`config.mk`:
```
export PLATFORM = sky130hd
export DESIGN_NAME = typer_write_scheduler
export DESIGN_NICKNAME = d
export VERILOG_FILES = /design/src/rtl/typer_pkg.sv /design/src/rtl/rr_arbiter.sv /design/src/rtl/typer_write_scheduler.sv
export SDC_FILE = /design/constraint.sdc
export NUM_CORES = 1
export LEC_CHECK = 0
export CORE_AREA = 2 2 101 74
export DETAILED_ROUTE_END_ITERATION = 10
export DIE_AREA = 0 0 103 76
export PLACE_DENSITY = 0.83
export SETUP_SLACK_MARGIN = 0.1
export SLEW_MARGIN = 0
export SYNTH_ARGS = -nofsm -noshare
export SYNTH_HDL_FRONTEND = slang
export SYNTH_HIERARCHICAL = 1
export SYNTH_SLANG_ARGS = --single-unit
```
`constraint.sdc`:
```
create_clock -name iVGA_CLK -period 3.5 [get_ports iVGA_CLK]
set_input_delay 1.05 -clock iVGA_CLK [delete_from_list [all_inputs] [get_ports iVGA_CLK]]
set_output_delay 1.05 -clock iVGA_CLK [all_outputs]
set_load 0.05 [all_outputs]
```
`src/rtl/typer_pkg.sv`:
```
// Shared types and constants for the typer write scheduler.
package typer_pkg;

    // Scheduler FSM states
    typedef enum logic [1:0] {
        ST_IDLE      = 2'd0,
        ST_ISSUE     = 2'd1,
        ST_WAIT_DONE = 2'd2,
        ST_RECOVER   = 2'd3
    } state_t;

    // Field MSBs of one 24-bit requester word: {row, col, char}
    localparam int ROW_MSB = 23;
    localparam int COL_MSB = 15;
    localparam int CHR_MSB = 7;

    // 640x480 with an 8x16 font
    localparam int         DEF_ROWS       = 30;
    localparam int         DEF_COLS       = 80;
    localparam logic [7:0] DEF_CLEAR_CHAR = 8'h20;

    // One character write as presented to typer_logic
    typedef struct packed {
        logic [7:0] row;
        logic [7:0] col;
        logic [7:0] chr;
    } cell_wr_t;

    // Split a requester word into its fields
    function automatic cell_wr_t unpack_req(input logic [23:0] d);
        cell_wr_t c;
        c.row = d[ROW_MSB -: 8];
        c.col = d[COL_MSB -: 8];
        c.chr = d[CHR_MSB -: 8];
        return c;
    endfunction

endpackage

```
`src/rtl/rr_arbiter.sv`:
```
// Round-robin arbiter: the search starts at the pointer and wraps; the
// pointer moves one past the served index when 'advance' is strobed.
module rr_arbiter #(
    parameter int N_REQ = 2,
    parameter int IW    = (N_REQ > 1) ? $clog2(N_REQ) : 1
) (
    input  logic             iVGA_CLK,
    input  logic             iRST_n,
    input  logic [N_REQ-1:0] valid,
    input  logic             advance,
    input  logic [IW-1:0]    adv_idx,
    output logic [N_REQ-1:0] grant,
    output logic [IW-1:0]    grant_idx,
    output logic             any_valid
);

    logic [IW-1:0] ptr;

    // Scan offsets from highest to lowest so the smallest offset from ptr wins
    always_comb begin
        int idx;
        idx       = 0;
        grant_idx = '0;
        any_valid = 1'b0;
        for (int k = N_REQ - 1; k >= 0; k--) begin
            idx = int'(ptr) + k;
            if (idx >= N_REQ) idx = idx - N_REQ;
            if (valid[IW'(idx)]) begin
                any_valid = 1'b1;
                grant_idx = IW'(idx);
            end
        end
    end

    assign grant = any_valid ? (N_REQ'(1) << grant_idx) : '0;

    // Priority pointer: next search begins just after the requester served last
    always_ff @(posedge iVGA_CLK or negedge iRST_n) begin
        if (!iRST_n) begin
            ptr <= '0;
        end else if (advance) begin
            ptr <= (adv_idx == IW'(N_REQ - 1)) ? '0 : adv_idx + 1'b1;
        end
    end

endmodule

```
`src/rtl/typer_write_scheduler.sv`:
```
// Shares the typer_logic character-write port between N_REQ requesters and
// a clear-screen sequencer. Clear wins over requesters; requesters are
// served round-robin; each write is bounded by a timeout in both the wait
// for finished_saving_char and the wait for it to fall again.
module typer_write_scheduler
    import typer_pkg::*;
#(
    parameter int         N_REQ       = 2,
    parameter int         ROWS        = DEF_ROWS,
    parameter int         COLS        = DEF_COLS,
    parameter logic [7:0] CLEAR_CHAR  = DEF_CLEAR_CHAR,
    parameter int         TIMEOUT_CYC = 4096
) (
    input  logic                iVGA_CLK,
    input  logic                iRST_n,
    input  logic [N_REQ-1:0]    req_valid,
    input  logic [24*N_REQ-1:0] req_data,
    output logic [N_REQ-1:0]    req_ack,
    input  logic                clear_req,
    output logic [7:0]          row_num,
    output logic [7:0]          col_num,
    output logic [7:0]          character_input,
    output logic                start_writing_character,
    input  logic                finished_saving_char,
    output logic                busy,
    output logic                timeout_err
);

    localparam int             IW       = (N_REQ > 1) ? $clog2(N_REQ) : 1;
    localparam int             CW       = $clog2(TIMEOUT_CYC);
    localparam logic [CW-1:0]  TMO_LAST = CW'(TIMEOUT_CYC - 1);
    localparam logic [7:0]     ROW_LAST = 8'(ROWS - 1);
    localparam logic [7:0]     COL_LAST = 8'(COLS - 1);

    state_t                  state, state_n;
    cell_wr_t                cell_q;
    logic                    start_q;
    logic [N_REQ-1:0]        ack_q;
    logic                    tmo_err_q;
    logic                    clear_pending;
    logic [7:0]              clr_row, clr_col;
    logic                    src_clear;
    logic [IW-1:0]           src_idx;
    logic [N_REQ-1:0]        src_oh;
    logic [CW-1:0]           tmo_cnt;
    logic [N_REQ-1:0][23:0]  req_arr;

    logic [N_REQ-1:0]        arb_grant;
    logic [IW-1:0]           arb_idx;
    logic                    arb_any;

    logic load_clr, load_req, issue, end_write, set_err, cnt_clr;
    logic clear_last, advance;

    assign req_arr    = req_data;
    assign clear_last = (clr_row == ROW_LAST) && (clr_col == COL_LAST);
    assign advance    = end_write && !src_clear;

    rr_arbiter #(.N_REQ(N_REQ), .IW(IW)) u_arb (
        .iVGA_CLK  (iVGA_CLK),
        .iRST_n    (iRST_n),
        .valid     (req_valid),
        .advance   (advance),
        .adv_idx   (src_idx),
        .grant     (arb_grant),
        .grant_idx (arb_idx),
        .any_valid (arb_any)
    );

    // Next-state and per-cycle strobes
    always_comb begin
        state_n   = state;
        load_clr  = 1'b0;
        load_req  = 1'b0;
        issue     = 1'b0;
        end_write = 1'b0;
        set_err   = 1'b0;
        cnt_clr   = 1'b0;
        case (state)
            ST_IDLE: begin
                if (clear_pending) begin
                    load_clr = 1'b1;
                    state_n  = ST_ISSUE;
                end else if (arb_any) begin
                    load_req = 1'b1;
                    state_n  = ST_ISSUE;
                end
            end
            ST_ISSUE: begin
                issue   = 1'b1;
                cnt_clr = 1'b1;
                state_n = ST_WAIT_DONE;
            end
            ST_WAIT_DONE: begin
                if (finished_saving_char || tmo_cnt == TMO_LAST) begin
                    end_write = 1'b1;
                    set_err   = !finished_saving_char;
                    cnt_clr   = 1'b1;
                    state_n   = ST_RECOVER;
                end
            end
            ST_RECOVER: begin
                if (!finished_saving_char) begin
                    state_n = ST_IDLE;
                end else if (tmo_cnt == TMO_LAST) begin
                    set_err = 1'b1;
                    state_n = ST_IDLE;
                end
            end
            default: state_n = ST_IDLE;
        endcase
    end

    // State register
    always_ff @(posedge iVGA_CLK or negedge iRST_n) begin
        if (!iRST_n) state <= ST_IDLE;
        else         state <= state_n;
    end

    // Cell registers and source tag are only loaded on a grant, so the
    // outputs stay stable for the whole write
    always_ff @(posedge iVGA_CLK or negedge iRST_n) begin
        if (!iRST_n) begin
            cell_q    <= '0;
            src_clear <= 1'b0;
            src_idx   <= '0;
            src_oh    <= '0;
        end else if (load_clr) begin
            cell_q    <= '{row: clr_row, col: clr_col, chr: CLEAR_CHAR};
            src_clear <= 1'b1;
        end else if (load_req) begin
            cell_q    <= unpack_req(req_arr[arb_idx]);
            src_clear <= 1'b0;
            src_idx   <= arb_idx;
            src_oh    <= arb_grant;
        end
    end

    // Start strobe held from ISSUE until the write ends; ack pulses as it drops
    always_ff @(posedge iVGA_CLK or negedge iRST_n) begin
        if (!iRST_n) begin
            start_q <= 1'b0;
            ack_q   <= '0;
        end else begin
            if (issue)          start_q <= 1'b1;
            else if (end_write) start_q <= 1'b0;
            ack_q <= advance ? src_oh : '0;
        end
    end

    // Clear walker: raster order, pending flag drops after the last cell
    always_ff @(posedge iVGA_CLK or negedge iRST_n) begin
        if (!iRST_n) begin
            clear_pending <= 1'b0;
            clr_row       <= '0;
            clr_col       <= '0;
        end else if (end_write && src_clear) begin
            if (clear_last) begin
                clear_pending <= 1'b0;
                clr_row       <= '0;
                clr_col       <= '0;
            end else if (clr_col == COL_LAST) begin
                clr_col <= '0;
                clr_row <= clr_row + 8'd1;
            end else begin
                clr_col <= clr_col + 8'd1;
            end
        end else if (clear_req) begin
            clear_pending <= 1'b1;
        end
    end

    // Timeout counter runs in WAIT_DONE and RECOVER, restarted at each phase
    always_ff @(posedge iVGA_CLK or negedge iRST_n) begin
        if (!iRST_n) begin
            tmo_cnt <= '0;
        end else if (cnt_clr) begin
            tmo_cnt <= '0;
        end else if (state == ST_WAIT_DONE || state == ST_RECOVER) begin
            tmo_cnt <= tmo_cnt + 1'b1;
        end
    end

    // Sticky timeout flag
    always_ff @(posedge iVGA_CLK or negedge iRST_n) begin
        if (!iRST_n)      tmo_err_q <= 1'b0;
        else if (set_err) tmo_err_q <= 1'b1;
    end

    assign row_num                 = cell_q.row;
    assign col_num                 = cell_q.col;
    assign character_input         = cell_q.chr;
    assign start_writing_character = start_q;
    assign req_ack                 = ack_q;
    assign busy                    = (state != ST_IDLE);
    assign timeout_err             = tmo_err_q;

endmodule

```
==> metrics.md <==
| Metric | Value |
|---|---|
| Top delay family on crit path | buffers and inverters |
| WL/cell | around 17 um |
| Most frequent cells after synthesis | dfrtp_1, nor2_1, mux2i_1 |
| DR iter-0 viols | about 240 |
| Number of global-route vias before repair | approximately 3.2k |
| Die Span Y | between 70 and 80 um |
| Die ar. | just under 8000 um2 |
| Hold Crit Class | reg2reg |
| Area growth, synth to finish | 29.2% |
| Post-synthesis register bit count | between 60 and 70 |
| Critical Path Most Common Cell | inv_1 |
| CP max-delay cell | clkdlybuf4s50_1 |
| Initial antenna violation count | 0 |
| Via-per-instance ratio | between 6 and 7 |
| Max-Cap Viols | 0 |
| Largest net degree at the start of global routing | 39 |
| Cells after Synth | about 350 |
| Post-synth top area cell | dfrtp_1 |
| Residual DRC | 0 |
| RSZ-0062 raised after global routing | no |
| Number of buffers created by CTS | 9 |
| Fill cells | ~570 |
| Total GRT Usage | roughly a quarter |
| Worst path cell trace | inv_1 -> ha_1 -> inv_1 -> clkdlybuf4s50_1 |
| CTS Root Cell | clkbuf_8 |
| Yosys warns | 6 |
| Worst-Skew Late Latency | 0.34 ns |
| Worst Path Buf+Inv | 3 |
| Post-synth EDFFs | 0 |
| Peak per-stage delay on the critical path | 0.84 ns |
| Worst Setup Slack, final | between 0.3 and 0.4 ns |
| # hold bufs at CTS | 0 |
| First-pass GRT wire length | approximately 15,000 um |
| # diodes | 0 |
| Post-CTS setup buffer count | 0 |
| Leak pwr | between 0.0015 and 0.002 uW |
| Startpoint types | flop |
| Dominant synthesized flop cell | dfrtp_1 |
| Ports | a little over 80 |
| Final period util | 90.3% |
| Synth cell types | 64 |
| Achievable Freq | roughly 320 MHz |
| PD cells | between 500 and 600 nW/um2 |
| Worst slew pin tran | just under 0.9 ns |
| CP Capture Type | output port |
| WP data required | between 2 and 2.5 ns |
| Synthesized area per cell | between 10 and 15 um2 |
| Vias | around 3.2k |
| Most frequent cell after synthesis | dfrtp_1 |
| Worst-path fanout max | 6 |
| Mapped cell area | ~3600 um2 |
| Rows | 26 |
| Share of flip-flops with an asynchronous set or reset | 100% |
| Clock tree buffer depth | 2 |
| Arrival time at the worst endpoint | ~2.1 ns |
| Drt pass-1 iters | 5 |
| Final setup viols | 0 |
| Antenna Nets Post-Route | 0 |
| Sequential fraction of the synthesis area | about 45% |
| Max Clock Skew | between 0.01 and 0.015 ns |
| Worst-path clk slew | 0.07 ns |
| Post-CTS resize count | 0 |
| Dpl hpwl | 6650 um |
| Area contributors post-synth | dfrtp_1, mux2i_1, a221o_1, nor2_1, ha_1 |
| IO Port Bufs | 81 |
| Min Clock Period, post-route | approximately 3.2 ns |
| Initial core utilization | about half |
| Die W | approximately 100 um |
| Htree depth | 3 |
| TritonCTS clock tree | built |
| CP Class | reg2out |
| Routed WL | just over 9000 um |
| Core Area | between 6000 and 7000 um2 |
| Final Hold Viols | 0 |
| Max_slew headroom | about two fifths |
| Synth top area share | approximately 45% |
| CTS Sinks | 64 |
| Global route overflow | 0 |
| Status | completed |
| VDD IR max | 0.000232 V |
| Layout cells sized above 1 | between 10% and 20% |
| Slew Viols, Final | 0 |
| Net count, final | between 400 and 500 |
| Fin Setup TNS | 0 ns |
| Post-Place Worst Slack | between 0.5 and 0.6 ns |
| Post-Syn Nets | 410 |
| Routability Congestion | roughly 0.84 |
layout by cell type, fill, tap and decap left out, types with 9 or more instances in the layout:
cell,n
clkbuf_8,10
mux2i_1,27
nor2_1,30
a221o_1,12
a31oi_1,9
nand2_1,26
clkdlybuf4s50_1,80
inv_1,15
o21ai_0,13
dfrtp_1,64
nand3_1,17
path summary, 6_finish.rpt:
path	cells after the start	start	slack (ns)	endpoint
min in group asynchronous	1	iRST_n	0.54	col_num[7]$_DFFE_PN0P_
hold reg to reg	1	src_idx$_DFFE_PN0P_	0.46	u_arb/ptr$_DFFE_PN0P_
setup / recovery	4	state[0]$_DFFE_PN0P_	0.34	busy
hold / removal	1	src_idx$_DFFE_PN0P_	0.46	u_arb/ptr$_DFFE_PN0P_
setup reg to reg	6	state[0]$_DFFE_PN0P_	1.27	clr_row[1]$_DFFE_PN0P_
max in group asynchronous	2	iRST_n	2.26	row_num[6]$_DFFE_PN0P_
state kept, by name (all words and copies together), names as in the netlist:
signal,flops
character_input,8
clear_pending,1
clr_col,8
clr_row,8
col_num,8
req_ack,2
row_num,8
src_clear,1
src_idx,1
src_oh,2
start_writing_character,1
state,2
timeout_err,1
tmo_cnt,12
u_arb/ptr,1
cells by family after synthesis:
| group | Yosys count | share of synthesized area (%) |
|---|---|---|
| DFF | 64 | 44.7 |
| buffers and inverters | 38 | 5.07 |
| AOI/OAI and AO/OA | 80 | 17.9 |
| adders and majority gates | 8 | 2.80 |
| and+or+nand+nor | 116 | 17.5 |
| xor gates and xnor gates | 5 | 1.22 |
| muxes | 37 | 10.8 |
stage by stage:
step | cells | cell area, um2 | power (uW) | util, % | hold WS [ns]
floorplan | 348 | 3580 | 1650 | - | 0.420
global placement | 512 | 4440 | 1970 | 63.8 | 0.430
detailed placement | 512 | 4440 | 2020 | 63.8 | 0.450
CTS | 528 | 4630 | 2600 | 66.5 | 0.458
global route | 528 | 4630 | 2760 | 66.5 | 0.482
finish | 528 | 4630 | 2600 | 66.5 | 0.459
where the power goes:
group | switching, uW | total [uW] | internal, uW
Combinational | 644 | 1050 | 403
Sequential | 122 | 981 | 859
Clock | 299 | 575 | 277
layer usage:
metal / wire, um / vias to the layer above / GRT usage [%]
li1: - / 1456 / -
met1: 3990 / 1560 / 32.5
met2: 4340 / 150 / 39.0
met3: 709 / 22 / 5.96
met4: 126 / 0 / 7.24
met5: 0 / - / 0
layout make-up:
cell class	count	area (um2)	area share, %
multi-input cells	246	1800	38.9
clock buffers	10	138	2.97
inverters	15	56.3	1.22
repair buffers	89	866	18.7
clock inverters	6	45.0	0.973
flip-flops and latches	64	1600	34.6
well taps	98	123	2.65
(Power assumes the default switching activity.)
